[config.mk]
export PLATFORM = sky130hd
export DESIGN_NAME = ppt_pulse_sequencer_flat
export DESIGN_NICKNAME = d
export VERILOG_FILES = /design/src/rtl/ppt_pulse_sequencer_if.sv /design/src/rtl/ppt_pulse_sequencer.sv /design/src/flat_wrapper.sv
export SDC_FILE = /design/constraint.sdc
export NUM_CORES = 1
export LEC_CHECK = 0
export CORE_MARGIN = 2
export CORE_UTILIZATION = 49
export DETAILED_ROUTE_END_ITERATION = 8
export GPL_TIMING_DRIVEN = 0
export PLACE_DENSITY_LB_ADDON = 0.3
export SLEW_MARGIN = 5
export SYNTH_ARGS = -nofsm -noshare
export SYNTH_HDL_FRONTEND = slang
export SYNTH_SLANG_ARGS = --single-unit
export TNS_END_PERCENT = 20
[constraint.sdc]
create_clock -name clk -period 2.8 [get_ports clk]
set_input_delay 0.84 -clock clk [delete_from_list [all_inputs] [get_ports clk]]
set_output_delay 0.84 -clock clk [all_outputs]
set_load 0.02 [all_outputs]
[src/rtl/ppt_pulse_sequencer_if.sv]
// Control, configuration and status bundle of the PPT pulse sequencer.
// The master drives enable, trigger and shot configuration; the slave reports status.
interface ppt_pulse_sequencer_if #(
  parameter int CW = 8
);
  logic          en;
  logic          tick_in;
  logic [CW-1:0] charge_cycles;
  logic [3:0]    dead_cycles;
  logic [3:0]    fire_cycles;
  logic [CW-1:0] burst_len;
  logic          charge_out;
  logic          fire_out;
  logic          busy;
  logic [CW-1:0] pulse_cnt;
  logic          burst_done;
  logic          overrun;

  modport master (
    output en, tick_in, charge_cycles, dead_cycles, fire_cycles, burst_len,
    input  charge_out, fire_out, busy, pulse_cnt, burst_done, overrun
  );

  modport slave (
    input  en, tick_in, charge_cycles, dead_cycles, fire_cycles, burst_len,
    output charge_out, fire_out, busy, pulse_cnt, burst_done, overrun
  );
endinterface

[src/rtl/ppt_pulse_sequencer.sv]
// Turns rising edges of the divided clock into charge / dead / fire shots,
// counting completed shots and flagging triggers dropped while a shot is in progress.
module ppt_pulse_sequencer #(
  parameter int CW = 8
) (
  input logic             clk,
  input logic             rst_n,
  ppt_pulse_sequencer_if.slave bus
);
  // The phase counter must hold both the CW-bit charge length and the 4-bit dead/fire lengths.
  localparam int KW = (CW > 4) ? CW : 4;

  typedef enum logic [1:0] {IDLE, CHARGE, DEAD, FIRE} state_t;

  state_t        state_reg, state_next;
  logic [KW-1:0] cnt_reg, cnt_next;
  logic [CW-1:0] pulse_cnt_reg, pulse_cnt_next;
  logic          burst_done_reg, burst_done_next;
  logic          overrun_reg, overrun_next;
  logic          tick_q;
  logic          tick_rise;
  logic [KW-1:0] fire_load;
  logic [CW-1:0] pulse_inc;

  assign tick_rise = bus.tick_in & ~tick_q;
  assign fire_load = (bus.fire_cycles == 4'd0) ? KW'(1) : KW'(bus.fire_cycles);
  assign pulse_inc = pulse_cnt_reg + 1'b1;

  always_ff @(posedge clk or negedge rst_n) begin
    if (!rst_n) begin
      state_reg      <= IDLE;
      cnt_reg        <= '0;
      pulse_cnt_reg  <= '0;
      burst_done_reg <= 1'b0;
      overrun_reg    <= 1'b0;
      tick_q         <= 1'b0;
    end else begin
      state_reg      <= state_next;
      cnt_reg        <= cnt_next;
      pulse_cnt_reg  <= pulse_cnt_next;
      burst_done_reg <= burst_done_next;
      overrun_reg    <= overrun_next;
      tick_q         <= bus.tick_in;
    end
  end

  always_comb begin
    state_next      = state_reg;
    cnt_next        = cnt_reg;
    pulse_cnt_next  = pulse_cnt_reg;
    burst_done_next = burst_done_reg;
    overrun_next    = overrun_reg;

    unique case (state_reg)
      IDLE: begin
        if (!bus.en) begin
          pulse_cnt_next  = '0;
          burst_done_next = 1'b0;
          overrun_next    = 1'b0;
        end else if (tick_rise && !burst_done_reg && (bus.charge_cycles != '0)) begin
          state_next = CHARGE;
          cnt_next   = KW'(bus.charge_cycles);
        end
      end
      CHARGE: begin
        if (!bus.en) begin
          state_next = IDLE;
          cnt_next   = '0;
        end else if (cnt_reg == KW'(1)) begin
          if (bus.dead_cycles == 4'd0) begin
            state_next = FIRE;
            cnt_next   = fire_load;
          end else begin
            state_next = DEAD;
            cnt_next   = KW'(bus.dead_cycles);
          end
        end else begin
          cnt_next = cnt_reg - 1'b1;
        end
      end
      DEAD: begin
        if (!bus.en) begin
          state_next = IDLE;
          cnt_next   = '0;
        end else if (cnt_reg == KW'(1)) begin
          state_next = FIRE;
          cnt_next   = fire_load;
        end else begin
          cnt_next = cnt_reg - 1'b1;
        end
      end
      FIRE: begin
        // The fire pulse always runs to full width; en only gates the count.
        if (cnt_reg == KW'(1)) begin
          state_next = IDLE;
          cnt_next   = '0;
          if (bus.en) begin
            pulse_cnt_next = pulse_inc;
            if ((bus.burst_len != '0) && (pulse_inc == bus.burst_len))
              burst_done_next = 1'b1;
          end
        end else begin
          cnt_next = cnt_reg - 1'b1;
        end
      end
      default: begin
        state_next = IDLE;
        cnt_next   = '0;
      end
    endcase

    if (bus.en && tick_rise && (state_reg != IDLE))
      overrun_next = 1'b1;
  end

  assign bus.charge_out = (state_reg == CHARGE);
  assign bus.fire_out   = (state_reg == FIRE);
  assign bus.busy       = (state_reg != IDLE);
  assign bus.pulse_cnt  = pulse_cnt_reg;
  assign bus.burst_done = burst_done_reg;
  assign bus.overrun    = overrun_reg;
endmodule

[src/flat_wrapper.sv]
// flat-port wrapper written by rule: the top's interface ports become plain ports
module ppt_pulse_sequencer_flat 
#(
  parameter int CW = 8
)
  (clk, rst_n, bus_en, bus_tick_in, bus_charge_cycles, bus_dead_cycles, bus_fire_cycles, bus_burst_len, bus_charge_out, bus_fire_out, bus_busy, bus_pulse_cnt, bus_burst_done, bus_overrun);
  ppt_pulse_sequencer_if #(.CW(CW)) bus_i ();
  input logic clk;
  input logic rst_n;
  input wire logic [$bits(bus_i.en)-1:0] bus_en;
  input wire logic [$bits(bus_i.tick_in)-1:0] bus_tick_in;
  input wire logic [$bits(bus_i.charge_cycles)-1:0] bus_charge_cycles;
  input wire logic [$bits(bus_i.dead_cycles)-1:0] bus_dead_cycles;
  input wire logic [$bits(bus_i.fire_cycles)-1:0] bus_fire_cycles;
  input wire logic [$bits(bus_i.burst_len)-1:0] bus_burst_len;
  output wire logic [$bits(bus_i.charge_out)-1:0] bus_charge_out;
  output wire logic [$bits(bus_i.fire_out)-1:0] bus_fire_out;
  output wire logic [$bits(bus_i.busy)-1:0] bus_busy;
  output wire logic [$bits(bus_i.pulse_cnt)-1:0] bus_pulse_cnt;
  output wire logic [$bits(bus_i.burst_done)-1:0] bus_burst_done;
  output wire logic [$bits(bus_i.overrun)-1:0] bus_overrun;
  assign bus_i.en = bus_en;
  assign bus_i.tick_in = bus_tick_in;
  assign bus_i.charge_cycles = bus_charge_cycles;
  assign bus_i.dead_cycles = bus_dead_cycles;
  assign bus_i.fire_cycles = bus_fire_cycles;
  assign bus_i.burst_len = bus_burst_len;
  assign bus_charge_out = bus_i.charge_out;
  assign bus_fire_out = bus_i.fire_out;
  assign bus_busy = bus_i.busy;
  assign bus_pulse_cnt = bus_i.pulse_cnt;
  assign bus_burst_done = bus_i.burst_done;
  assign bus_overrun = bus_i.overrun;
  ppt_pulse_sequencer #(.CW(CW)) u_core (.clk(clk), .rst_n(rst_n), .bus(bus_i));
endmodule
== Word-level counts from Yosys, hierarchy flattened ==
Cells that the tools add are included.
Word-level totals
  logic and storage cells: 73
  output and inout bits: 13
  flip-flop bits (word level): 21
Operators by class
  bitwise logic cells: 2
  add/subtract/negate cells: 2
  reduce and logical (&&, ||, !) cells: 19
  equal/unequal tests: 14
  mux-type cells: 30
Operator list (count)
  $mux 8: 11
  $pmux 8 s4: 1
  $pmux 8 s2: 1
  $reduce_bool 8->1: 2
  $mux 2: 7
  $reduce_and 5->1: 2
  $add 8x1->8 const B: 1
  $eq 8x1->1 const B: 1
  $eq 8x8->1: 1
  $logic_not 4->1: 2
  $ne 2x1->1 const B: 4
  $pmux 2 s4: 1
  $sub 8x1->8 const B: 1
  $mux 1: 7
  $ne 2x2->1 const B: 3
  $ne 3x2->1 const B: 2
  $reduce_bool 2->1: 3
  $logic_and 1x1->1: 5
  $eq 2x2->1 const B: 2
  $mux 4: 1
  $reduce_and 2->1: 2
  $reduce_and 4->1: 1
  $eq 2x1->1 const B: 1
  $logic_not 2->1: 1
  4 further kinds: 4

== Depth between registers and ports, before layout ==
  depth in word-level cells: 7
  mapped depth: 9

== Worst setup path before layout ==
OpenSTA, ideal clock, no wires.
  path kind: input-to-reg
  from: input port bus_en
  to: register u_core.cnt_reg[2]
  stages on the path: 5
  data arrival time: 2.182 ns
  slack: 0.492 ns
  buffers on the path: 1
  cells stage by stage: clkbuf_1 nand4bb_1 a21oi_1 mux2_2 o32a_1
Between the ends
  word-level cells in the longest chain between the ends: 2
  elaborated cells between the ends (all ways): 5
Ends and longest elaborated chain
  start, declared: line flat_wrapper.sv:10  | input wire logic [$bits(bus_i.en)-1:0] bus_en;
  $mux 8, or another cell as far along: line ppt_pulse_sequencer.sv:82  | if (!bus.en) begin
  $pmux 8 s4 / $reduce_and 2->1 (equally long branches)
  end signal, assigned: line ppt_pulse_sequencer.sv:39  | cnt_reg <= cnt_next;
  end, declared: line ppt_pulse_sequencer.sv:16  | logic [KW-1:0] cnt_reg, cnt_next;
Several ways; a longest one is shown, not always the timed one.
A chain may end at the register's enable or synchronous reset.

== Worst setup path in the final report ==
  from: register u_core.state_reg[1]
  to: output port bus_charge_out
Between the ends
  word-level cells in the longest chain between the ends: 1
Ends and longest elaborated chain
  start, declared: line ppt_pulse_sequencer.sv:15  | state_t state_reg, state_next;
  start signal, assigned: line ppt_pulse_sequencer.sv:38  | state_reg <= state_next;
  $eq 2x1->1: line ppt_pulse_sequencer.sv:116  | assign bus.charge_out = (state_reg == CHARGE);
  end, declared: line flat_wrapper.sv:16  | output wire logic [$bits(bus_i.charge_out)-1:0] bus_charge_out;
Every way passes these cells.

==> impl_results.md <==
* Syn avg cell area at 8.19 um^2
* First-pass GRT wire length at 6.91 mm
* Hold Path Cell Cnt at 2
* Core ar. at 3050 um^2
* #FFs+latches synth at 21
* Hold-critical path endpoint: u_core.bus.overrun$_DFFE_PN0P_
* Pwr per Cell Area at 597 nW/um^2
* Post-Synthesis Cell Area at 1560 um^2
* Synth warnings at 0
* Run status: completed
* CTS H-tree lvls at 1
* Static leakage at 0.000823 uW
* Worst Hold Launch: u_core.bus.overrun$_DFFE_PN0P_
* Dominant synthesized flop cell: dfrtp_1
* Die area at 3660 um^2
* Vias at 1572
* M1 wire length at 1.87 mm
* Setup CP Type: flop to primary output
* CP startpoint kind: flop
* Clk Latency, worst-skew pair at 0.31 ns
* Mapped Nets at 222
* Drt pass-1 iters at 4
* Fin Hold WS at 0.535 ns
* Final Setup Violations at 0
* Hold_buf cts at 0
* Fill cells at 289
* Max layer used: met4
* Synth top area cells: dfrtp_1 34%, o21ai_0 7.0%, a21oi_1 4.8%
* # nets final at 266
* Synthesis-to-finish area growth at 31.0%
* Worst Setup End Kind: primary output
* Total congestion overflow at 0
* Rel. slew slack at 0.356
* Wire length on met2 at 1.93 mm
* CTS root buf: clkbuf_4
* Slowest-stage cell, CP: clkdlybuf4s50_1
* TritonCTS clock tree: built
* Reg2reg end: u_core.cnt_reg[3]$_DFFE_PN0P_
* Clock skew at 0.00616 ns
* Number of I/O pins at 41
* DRT iter0 DRCs at 99
* IO buf count at 39
* Largest stage delay on the critical path at 0.66 ns
* N_diodes at 0
* Chip Height at 60.5 um
* Worst EP arrival at 1.81 ns
* Hpwl dp at 3.05 mm
* Cells on worst reg2reg path at 7
* Die Wd at 60.5 um
* Final period util at 0.946
* Post-synth EDFFs at 0
* Yosys cell types at between 40 and 50
* Sink Count at 21
* Biggest area consumer among synthesized cells: dfrtp_1
* DP Area at 2010 um^2
* Clk slew on worst S/H paths at 0.12 ns
* Max VDD drop at 0.000376 V
* Final Max Slew Viols at 0
* Final wirelength at 4.02 mm
* Max clock buf depth at 2
* Met3 Wirelength at 188 um
* Min-delay worst type: flop to flop
* WL per Instance at 14.5 um
* Total GRT Usage at 0.247
* Final ANT Viol Nets at 0
* Highest Clock Rate at 378 MHz
* Critical path peak fanout at 10
* RSZ-0062 raised after global routing: no
* # Post-CTS Setup Buffers at 0
* Drt via density at 5.65
* Cell family with most CP delay: buffers and inverters
* Initial Utilization at 0.512
* Final GP Congestion at 0.849
* Num CTS Buffers at 3
* Setup ws final at about 0.15 ns
* Layout cells sized above 1 at 0.0812
* Post-Syn Instances at approximately 190
* Number of global-route vias before repair at 1526
* Asr flop ratio synth at 1.00
* Worst reg2reg path startpoint: u_core.cnt_reg[1]$_DFFE_PN0P_
* Place WS at -0.0273 ns
* Minimum clock period at approximately 2.6 ns
* Slew @ Worst Pin at between 0.9 and 1 ns
* Total Power at 1220 uW
* Drc violations at 0
* Final hold violations at 0
* Crit path cell chain: clkbuf_2, nor2b_1, clkdlybuf4s50_1
* Worst EP required at 1.96 ns
* Fin area at 2050 um^2
* Setup slack, reg-to-reg at 0.44 ns
* Initial antenna violation count at 0
* Bufs and invs on worst path at 2
* TNS Setup at 0 ns
* Largest net degree at the start of global routing at 22
* FP Rows at 20
* Register area share after synthesis at 0.336
* Synth top area share at 0.336
* Max Cap Violations at 0
[cell usage in the layout, fill, tap and decap left out, types with 2 or more instances in the layout]
cell type,n
dfrtp_1,21
clkdlybuf4s50_1,38
nor2b_1,8
or4_1,2
xor2_1,5
o31ai_1,5
o21ai_1,2
nand2_1,15
o32a_1,2
nor2_1,14
a21oi_1,15
o21ai_0,22
o22ai_1,2
buf_2,2
clkbuf_2,2
ha_1,3
o311ai_0,2
nor3_1,5
inv_1,7
clkbuf_1,4
or3b_2,3
nand3_1,6
or3_1,2
a31oi_1,3
nand2b_1,3
clkbuf_4,3
nor4_1,6
o21a_1,2
xnor2_1,4
mux2_2,3
[worst max path at each step]
| stage | start | endpoint | slack (ns) | cells after the start |
|---|---|---|---|---|
| 2_1_floorplan | bus_en | u_core.cnt_reg[2]$_DFFE_PN0P_ | 0.49 | 5 |
| 3_3_place_gp | u_core.state_reg[0]$_DFFE_PN0P_ | bus_busy | -0.07 | 4 |
| 3_5_place_dp | u_core.state_reg[0]$_DFFE_PN0P_ | bus_busy | -0.03 | 4 |
| 4_1_cts | u_core.state_reg[1]$_DFFE_PN0P_ | bus_busy | 0.04 | 4 |
| 5_1_grt | u_core.state_reg[1]$_DFFE_PN0P_ | bus_charge_out | 0.03 | 3 |
| 6_report | u_core.state_reg[1]$_DFFE_PN0P_ | bus_charge_out | 0.15 | 3 |
[per-stage QoR]
stage,std cells,utilization
after floorplan,191,-
after global placement,274,0.658
after detailed placement,274,0.658
after CTS,278,0.670
after global routing,278,0.671
final,278,0.671
[synthesized netlist by cell type, drive strengths merged, types with 2 or more instances]
| library cell | n |
|---|---|
| o21a | 2 |
| or4 | 2 |
| buf | 3 |
| xnor2 | 4 |
| dfrtp | 21 |
| o21ai | 24 |
| or3 | 2 |
| inv | 7 |
| o22ai | 2 |
| nor3 | 5 |
| or3b | 3 |
| nor2 | 15 |
| ha | 3 |
| nand2 | 15 |
| o31ai | 5 |
| mux2 | 3 |
| a21oi | 15 |
| o311ai | 2 |
| o32a | 2 |
| xor2 | 5 |
| nand3 | 6 |
| nor4 | 6 |
| a31oi | 3 |
| clkbuf | 5 |
| nor2b | 8 |
| nand2b | 3 |
[power breakdown]
group          internal (uW)  switching [uW]  total, uW
combinational            274             354        628
sequential               375            70.7        446
clock                   55.6            94.5        150
[routing by layer]
layer  vias up  GRT usage
met2        38      0.402
li1        796          -
met5         -          0
met4         0     0.0807
met3         4     0.0384
met1       734      0.338
[layout make-up]
| type | count | area (um^2) | area share |
|---|---|---|---|
| Buffer | 8 | 42.5 | 0.0208 |
| Timing Repair Buffer | 39 | 393 | 0.192 |
| Multi-Input combinational cell | 154 | 976 | 0.476 |
| Inverter | 8 | 31.3 | 0.0153 |
| Tap cell | 44 | 55.1 | 0.0269 |
| Clock buffer | 4 | 26.3 | 0.0128 |
| Sequential cell | 21 | 526 | 0.256 |
[tightest hold or removal path: stages, from the launching register on]
cell and delay, ns:
dfrtp_1 0.39, nand2_1 0.06, nand2_1 0.06
[kinds of logic after synthesis]
kind of cell,share of synthesized area
buffers and inverters,0.0448
multiplexers,0.0280
AO/OA/AOI/OAI,0.259
XOR/XNOR,0.0504
AND/OR/NAND/NOR,0.251
flip-flops,0.336
adder cells (fa/ha/maj),0.0304
[timing repair]
action / CTS / global route
setup endpoints to repair: 1 / 3
gates resized for setup: 4 / 3
endpoints found under the hold margin: 0 / 0
gates cloned: 0 / 0
(Power assumes the default switching activity.)
